## src/rtl/y86_pkg.sv

```systemverilog
// y86_pkg: shared Y86 icode constants and the fetch-PC unit state type
package y86_pkg;
  localparam logic [3:0] IHALT   = 4'h0;
  localparam logic [3:0] INOP    = 4'h1;
  localparam logic [3:0] IRRMOVQ = 4'h2;
  localparam logic [3:0] IIRMOVQ = 4'h3;
  localparam logic [3:0] IRMMOVQ = 4'h4;
  localparam logic [3:0] IMRMOVQ = 4'h5;
  localparam logic [3:0] IOPQ    = 4'h6;
  localparam logic [3:0] IJXX    = 4'h7;
  localparam logic [3:0] ICALL   = 4'h8;
  localparam logic [3:0] IRET    = 4'h9;
  localparam logic [3:0] IPUSHQ  = 4'hA;
  localparam logic [3:0] IPOPQ   = 4'hB;
  typedef enum logic [1:0] {RUN, RET_WAIT, HALTED} pcu_state_t;
endpackage

```

## src/rtl/pc_ras.sv

```systemverilog
// pc_ras: circular return-address stack (push/pop in, top/count/sticky-overflow out)
module pc_ras #(
  parameter int ADDR_W    = 64,
  parameter int RAS_DEPTH = 8
) (
  input  logic                         clk,
  input  logic                         rst,
  input  logic                         push,
  input  logic                         pop,
  input  logic [ADDR_W-1:0]            push_addr,
  output logic [ADDR_W-1:0]            top,
  output logic [$clog2(RAS_DEPTH):0]   count,
  output logic                         ovf
);
  localparam int PW = $clog2(RAS_DEPTH);
  localparam logic [PW:0] FULL = (PW+1)'(RAS_DEPTH);
  logic [ADDR_W-1:0] mem_q [RAS_DEPTH];
  logic [ADDR_W-1:0] mem_d [RAS_DEPTH];
  logic [PW-1:0] sp_q, sp_d;
  logic [PW:0] cnt_q, cnt_d;
  logic ovf_q, ovf_d;
  logic full;
  assign full  = cnt_q == FULL;
  assign top   = mem_q[sp_q - PW'(1)];
  assign count = cnt_q;
  assign ovf   = ovf_q;
  always_comb begin
    mem_d = mem_q;
    if (push) mem_d[sp_q] = push_addr;
    sp_d  = push ? sp_q + PW'(1) : pop ? sp_q - PW'(1) : sp_q;
    cnt_d = push ? (full ? cnt_q : cnt_q + (PW+1)'(1)) : (pop && cnt_q != '0) ? cnt_q - (PW+1)'(1) : cnt_q;
    ovf_d = ovf_q | (push & full);
  end
  always_ff @(posedge clk) begin
    mem_q <= mem_d;
    if (rst) begin
      sp_q  <= '0;
      cnt_q <= '0;
      ovf_q <= 1'b0;
    end else begin
      sp_q  <= sp_d;
      cnt_q <= cnt_d;
      ovf_q <= ovf_d;
    end
  end
endmodule

```

## src/rtl/pc_predict_unit.sv

```systemverilog
// pc_predict_unit: registered fetch PC with next-PC prediction, RAS, redirect/halt/ret-wait FSM
module pc_predict_unit
  import y86_pkg::*;
#(
  parameter int                ADDR_W    = 64,
  parameter int                RAS_DEPTH = 8,
  parameter logic [ADDR_W-1:0] RESET_PC  = '0
) (
  input  logic                       clk,
  input  logic                       rst,
  input  logic                       f_valid,
  input  logic [3:0]                 f_icode,
  input  logic [ADDR_W-1:0]          f_valC,
  input  logic [ADDR_W-1:0]          f_valP,
  input  logic                       stall,
  input  logic                       ex_redirect,
  input  logic [ADDR_W-1:0]          ex_target,
  output logic [ADDR_W-1:0]          pc,
  output logic                       halted,
  output logic                       ret_wait,
  output logic [$clog2(RAS_DEPTH):0] ras_count,
  output logic                       ras_ovf
);
  pcu_state_t state_q, state_d;
  logic [ADDR_W-1:0] pc_q, pc_d, ras_top;
  logic push, pop;
  pc_ras #(.ADDR_W(ADDR_W), .RAS_DEPTH(RAS_DEPTH)) u_ras (
    .clk(clk), .rst(rst), .push(push), .pop(pop), .push_addr(f_valP),
    .top(ras_top), .count(ras_count), .ovf(ras_ovf)
  );
  always_comb begin
    state_d = state_q;
    pc_d    = pc_q;
    push    = 1'b0;
    pop     = 1'b0;
    if (ex_redirect && state_q != HALTED) begin
      pc_d    = ex_target;
      state_d = RUN;
    end else if (!stall && state_q == RUN && f_valid) begin
      case (f_icode)
        IJXX:  pc_d = f_valC;
        ICALL: begin
          pc_d = f_valC;
          push = 1'b1;
        end
        IRET:  if (ras_count != '0) begin
          pc_d = ras_top;
          pop  = 1'b1;
        end else state_d = RET_WAIT;
        IHALT: state_d = HALTED;
        default: if (f_icode > IPOPQ) state_d = HALTED; else pc_d = f_valP;
      endcase
    end
  end
  always_ff @(posedge clk) begin
    if (rst) begin
      state_q <= RUN;
      pc_q    <= RESET_PC;
    end else begin
      state_q <= state_d;
      pc_q    <= pc_d;
    end
  end
  assign pc       = pc_q;
  assign halted   = state_q == HALTED;
  assign ret_wait = state_q == RET_WAIT;
endmodule

```

## config.mk

```make
export PLATFORM = sky130hd
export DESIGN_NAME = pc_predict_unit
export DESIGN_NICKNAME = d
export VERILOG_FILES = /design/src/rtl/y86_pkg.sv /design/src/rtl/pc_ras.sv /design/src/rtl/pc_predict_unit.sv
export SDC_FILE = /design/constraint.sdc
export NUM_CORES = 1
export LEC_CHECK = 0
export ABC_CLOCK_PERIOD_IN_PS = 24600
export CAP_MARGIN = 20
export CORE_ASPECT_RATIO = 0.8
export CORE_MARGIN = 5
export CORE_UTILIZATION = 55
export CTS_CLUSTER_DIAMETER = 40
export DETAILED_ROUTE_END_ITERATION = 16
export GPL_TIMING_DRIVEN = 0
export MAX_ROUTING_LAYER = met4
export PLACE_DENSITY_LB_ADDON = 0.3
export REMOVE_ABC_BUFFERS = 1
export SLEW_MARGIN = 20
export SYNTH_ARGS = -nofsm -noshare
export SYNTH_HDL_FRONTEND = slang
export SYNTH_SLANG_ARGS = --single-unit
```

## constraint.sdc

```tcl
create_clock -name clk -period 24.6 [get_ports clk]
set_clock_uncertainty 0.2 [all_clocks]
set_input_delay 2.46 -clock clk [delete_from_list [all_inputs] [get_ports clk]]
set_output_delay 2.46 -clock clk [all_outputs]
set_load 0.05 [all_outputs]
```

# Yosys cells after proc, flatten, opt, wreduce, memory -nomap -nowiden
# Index checks and enable logic that the tools add are counted.
# totals
register_bits	586
in_bits	201
out_inout_bits	71
elab_cells	82
# classes
reduce_logical	18
eq_ne	12
n_bitwise	5
muxes	26
n_addsub	4
order_cmp	4
# ops
cell	count
$bwmux 512	1
$mux 64	7
$bmux 64 s3	1
$demux 64 s3	1
$pmux 64 s3	1
$eq 4x4->1 const B	3
$mux 4	3
$ge 4x4->1 const B	2
$ne 2x2->1 const B	4
$not 3->4	2
$reduce_and 4->1	2
$mux 1	7
$mux 3	2
$pmux 2 s3	1
$reduce_bool 2->1	3
$logic_and 1x1->1	5
$add 4x1->4 const B	1
$eq 4x3->1 const B	1
$gt 4x4->1 const B	1
$logic_not 4->1	1
$lt 4x1->1 const B	1
$mux 2	2
$ne 4x3->1 const B	1
$reduce_bool 4->1	1
14 further kinds	15

# Logic depth before layout (Yosys ltp)
# depth
word_depth	9
ltp_mapped	11
depth_no_buf	9

# Hierarchy
# From an unflattened synthesis, not the netlist that was laid out.
# hier_totals
cells_unflattened	1212
area_unflattened_um2	24090.6
# by_module_without_submodules
mod	area_per_inst_um2	cells_each	instances	seq_area_each_um2
pc_ras	19919.1	805	1	15534.9
pc_predict_unit	4171.5	407	1	1321.3

# Worst setup path before layout
# Ideal clock, no wire load.
# synth_timing
path_type	input -> register
from	input f_icode[1]
to	register u_ras.mem_q[448] in the netlist's numbering (enable)
required_time_ps	23756
setup_slack_ps	14274
arrival_time_ps	9483
path_buffers	2
setup_time_ps	644
cell_stages	6
path_cell_list	buf_2 > nor4b_1 > and3_1 > buf_4 > inv_2 > nor4_1
# synth_between
elab_chain_cells	4
# synth_lines
element	line	source
start: declaration	pc_predict_unit.sv:12	input logic [3:0] f_icode,
$eq 4x4->1	pc_predict_unit.sv:40	case (f_icode)
$mux 1	pc_predict_unit.sv:40	
$mux 1	pc_predict_unit.sv:39	end else if (!stall && state_q == RUN && f_valid) begin
$mux 1	pc_predict_unit.sv:36	if (ex_redirect && state_q != HALTED) begin
end signal: assignment	pc_ras.sv:35	mem_q <= mem_d;
end: declaration	pc_ras.sv:17	logic [ADDR_W-1:0] mem_q [RAS_DEPTH];
# No other way between the ends.
# A chain may end at the register's enable or synchronous reset.

# Worst setup path in the final report
# layout_timing
from	input f_icode[2]
to	register u_ras.mem_q[500] in the netlist's numbering (enable)
# Same word-level chain as after synthesis.

==> run summary <==
The flow ran to the end, and the final reports show no timing, DRC or antenna violations. The number of global-route vias before repair was 16900. Setup total negative slack on the finished layout was measured at 0 ns. Counting buffers and inverters, the worst setup path is 10 cells deep. The logs give 1572 for the cell count after synthesis and 99.5 mm for the global-route wire length before repair.

Summing all flip-flop and latch instances after layout gives 0.0169 sq mm. After layout, the worst path uses 23.4% of the clock period. In the final routed layout, each cell accounts on average for 25.2 microns. Across the run, the number of max-cap violations was 0. The run gives 76 as the largest net degree at the start of global routing. Measured along the x axis, the die boundary spans 249 microns. For the worst flop-to-flop path, the logic depth is 9. Traced cell by cell, the critical path runs through clkdlybuf4s50_1, nor4b_1, and3_1, inv_2, nor4_2, buf_2, buf_2, buf_2, buf_2, buf_4.

The final period demand of the worst path is 5.76 ns. Headroom to the max-slew limit: 46.8%. In this design, the largest share of critical-path delay is due to buffers and inverters.

The total of flip-flops plus latches after synthesis was 586; the detailed-route wire length was 64.3 mm. The total of hold buffers inserted after clock tree synthesis came out at 0. The first-pass detailed-route iteration total was 5; the routability congestion estimate was 0.735. The logs give 586 for the clock sink count and 0 for the count of synthesis-stage warnings from yosys. The endpoint of the worst-slack reg-to-reg timing path was u_ras.mem_q[500].

After detailed routing, the number of remaining DRC violations is 0. The run gives 0.0455 sq mm as the core area. The H-tree was split into 3 levels. The sequential share of the synthesized area was 66.8%. In this run the worst setup path begins at f_icode[2].

After routing the design area is 0.0317 sq mm. The HPWL after detailed placement is 42.0 mm. TritonCTS built the clock tree. The final number of hold-violating endpoints is 0, and the maximum cell stage delay along the critical path is 0.59 ns. Summed over its instances, the top area cell type makes up 60.9% of the synthesized netlist area.

At the worst endpoint, the required time is 24.70 ns. In this run, placement finished with an instance count of 2422. For the maximum vdd ir drop, the log shows 0.0000708 V. In this run the critical register-to-register path is launched from state_q[0]. The tools report the last element of the critical path as u_ras.mem_q[500]. The worst endpoint data arrival time was 5.86 ns. Timing would allow up to 174 MHz. The number of flops mapped to enable cells by yosys came out at 512. For flop-to-flop paths, the worst setup slack is 20.78 ns.

The share of cells above drive strength 1 is 21.7%. The number of cells in the finished layout apart from fillers was 2548; the area of the multi-input gates was 0.00784 sq mm. Number of buffers added by the clock tree synthesis step: 69. The critical path is of the in -> reg type.

The cell with the most instances on the worst path is buf_2. At the pin with the least slew margin, the transition time is 0.797 ns. Row generation in the floorplan step produced 70 rows. Once the clock tree was built, the setup fixing pass inserted 0 buffers.

Of all nets on the critical path, the largest fanout is 9. In this run the cell area of the synthesized design comes to 0.0252 sq mm. Element type at the critical path end: a flop. Once placement finished, the instance area stood at 0.0295 sq mm. In this run the mean area of a mapped cell was 16.1 sq um. The tightest min-delay check is of the reg -> reg type. Yosys mapped the design onto 51 distinct sky130hd cell types. For this run, asynchronously set or reset flops after synthesis account for 0%. The number of gates resized after CTS was 0. The number of buffers and inverters on the critical path is 7. The tools report the number of primary I/O pins as 272. The first routing iteration left 1531 violations. For this configuration, the core starts out at a cell density of 55.4%. Of all cell types, the one taking the most synthesized area is edfxtp_1. The power density over cell area is 70.8 mW/mm^2. After filler insertion, the fill cell instance count of the layout stands at 2934. At the later pin of the worst-skew pair, clock insertion delay measures 0.59 ns. STA classifies the critical path startpoint as a primary input.

In this run the vertical extent of the chip is 202 microns. Number of nets in the final layout: 2086. Clock-pin slew of the registers on the worst-case setup and hold paths: 0.06 ns. For this design the static power due to leakage is 0.0104 uW. For the number of antenna violations at the first check in global routing, the log shows 3. The cell type of the slowest stage on the worst timing path is clkdlybuf4s50_1. In the routed layout, each cell is associated on average with a via count of 6.33. The tools report the clock root buffer master as clkbuf_16. Setup repair after global routing left no endpoint under its margin. Ranked by total cell area, the synthesized netlist is headed by edfxtp_1 61%, mux4_2 11%, dfxtp_1 5.9%. In this run the deepest clock path goes through 3 buffers. Leftover overflow at the end of global routing: 0. Setup violations remaining at the end of the flow were counted as 0. The count of buffers inserted at the top-level ports was 271.

The main flop type after synthesis was edfxtp_1. The number of nets with antenna violations after routing came out at 0. The die area is 0.0503 sq mm, and the area growth from synthesis to layout is 25.7%. Summing over every cut layer, the via total after detailed routing is 16100. Global routing consumed, over all layers together, 26.2% of the routing resources. The end-of-flow core utilization was 69.7%. Max-slew violation count: 0.
==> area by class of cell <==
type / count / area share [%]
Sequential cell: 586 / 53.1
Antenna cell: 3 / 0.0237
Inverter: 7 / 0.0828
Timing Repair Buffer: 368 / 12.7
Multi-Input combinational cell: 849 / 24.7
Clock inverter: 38 / 1.04
Tap cell: 612 / 2.41
Clock buffer: 85 / 5.86
==> state kept, by name, indices dropped and copies added, names as in the netlist <==
name	cells
u_ras.mem_q	512
pc	64
u_ras.count	4
u_ras.sp_q	3
state_q	2
u_ras.ovf	1
==> where the power goes <==
| group | switching, uW | internal (uW) | total [uW] |
|---|---|---|---|
| clock network | 400 | 575 | 975 |
| registers | 4.40 | 1090 | 1090 |
| logic | 103 | 76.5 | 179 |
| total | 507 | 1740 | 2250 |
==> worst min path at each step <==
stage | startpoint | endpoint | slack [ns] | depth (start not counted)
floorplan | state_q[0] | state_q[0] | 0.33 | 2
global placement | pc[48] | pc[48] | 0.24 | 2
detailed placement | pc[58] | pc[58] | 0.25 | 2
CTS | pc[61] | pc[61] | 0.26 | 2
global route | pc[28] | pc[28] | 0.27 | 2
finish | pc[61] | pc[61] | 0.25 | 2
==> layer usage <==
| metal | vias to the layer above | global-route usage (%) | share of wire (%) |
|---|---|---|---|
| met5 | - | - | 0 |
| met4 | 0 | 8.42 | 2.6 |
| met3 | 134 | 5.25 | 8.5 |
| met2 | 817 | 42.1 | 50 |
| met1 | 8197 | 34.3 | 39 |
| li1 | 6984 | - | - |
==> metrics by stage <==
stage	total power, uW	setup WS [ns]	hold WS, ns
after global routing	2310	18.65	0.274
after detailed placement	1290	18.30	0.246
after floorplan	1190	11.52	0.329
final	2250	18.84	0.255
after global placement	1280	-4.73	0.241
after CTS	2260	18.88	0.259
==> cells by family (layout without fill, tap and decap cells) <==
family | Yosys count | in the layout | synth area share, %
AND/OR/NAND/NOR | 432 | 432 | 9.84
AO/OA/AOI/OAI | 278 | 278 | 8.94
flip-flops | 586 | 586 | 66.8
buffers and inverters | 137 | 498 | 2.55
other | 0 | 3 | 0
adder cells (fa/ha/maj) | 4 | 4 | 0.198
multiplexers | 129 | 129 | 11.5
XOR/XNOR | 6 | 6 | 0.208
==> tightest hold or removal path, stage by stage, from the launching register on <==
cell and delay [ns]:
dfxtp_1 0.32, nand2_1 0.06, o31ai_2 0.05
==> cells in the mapped netlist, drive strengths merged (2+ instances only) <==
| library cell | instances |
|---|---|
| o211ai | 2 |
| a21o | 2 |
| xor2 | 3 |
| nand2 | 134 |
| nor2b | 3 |
| or3 | 2 |
| o31ai | 64 |
| dfxtp | 74 |
| buf | 46 |
| nand3b | 64 |
| nand3 | 2 |
| and2 | 64 |
| nor2 | 11 |
| mux4 | 128 |
| inv | 7 |
| a21oi | 134 |
| ha | 4 |
| nor4b | 4 |
| xnor2 | 3 |
| a31oi | 2 |
| o21ai | 3 |
| nor3b | 2 |
| and3 | 65 |
| a221o | 63 |
| a22oi | 2 |
| nand2b | 4 |
| clkbuf | 84 |
| nor4 | 65 |
| nor3 | 10 |
| and4bb | 2 |
| edfxtp | 512 |
==> placed cells by master (no fill, tap or decap), drive strengths merged, types with 63 or more instances in the layout <==
cell type and count:
clkdlybuf4s50 268, and3 65, mux4 128, nand3b 64
dfxtp 74, clkbuf 85, and2 64, nor4 65
a21oi 134, a221o 63, nand2 134, edfxtp 512
buf 100, o31ai 64
No activity file was read; power rests on OpenSTA's default activity.
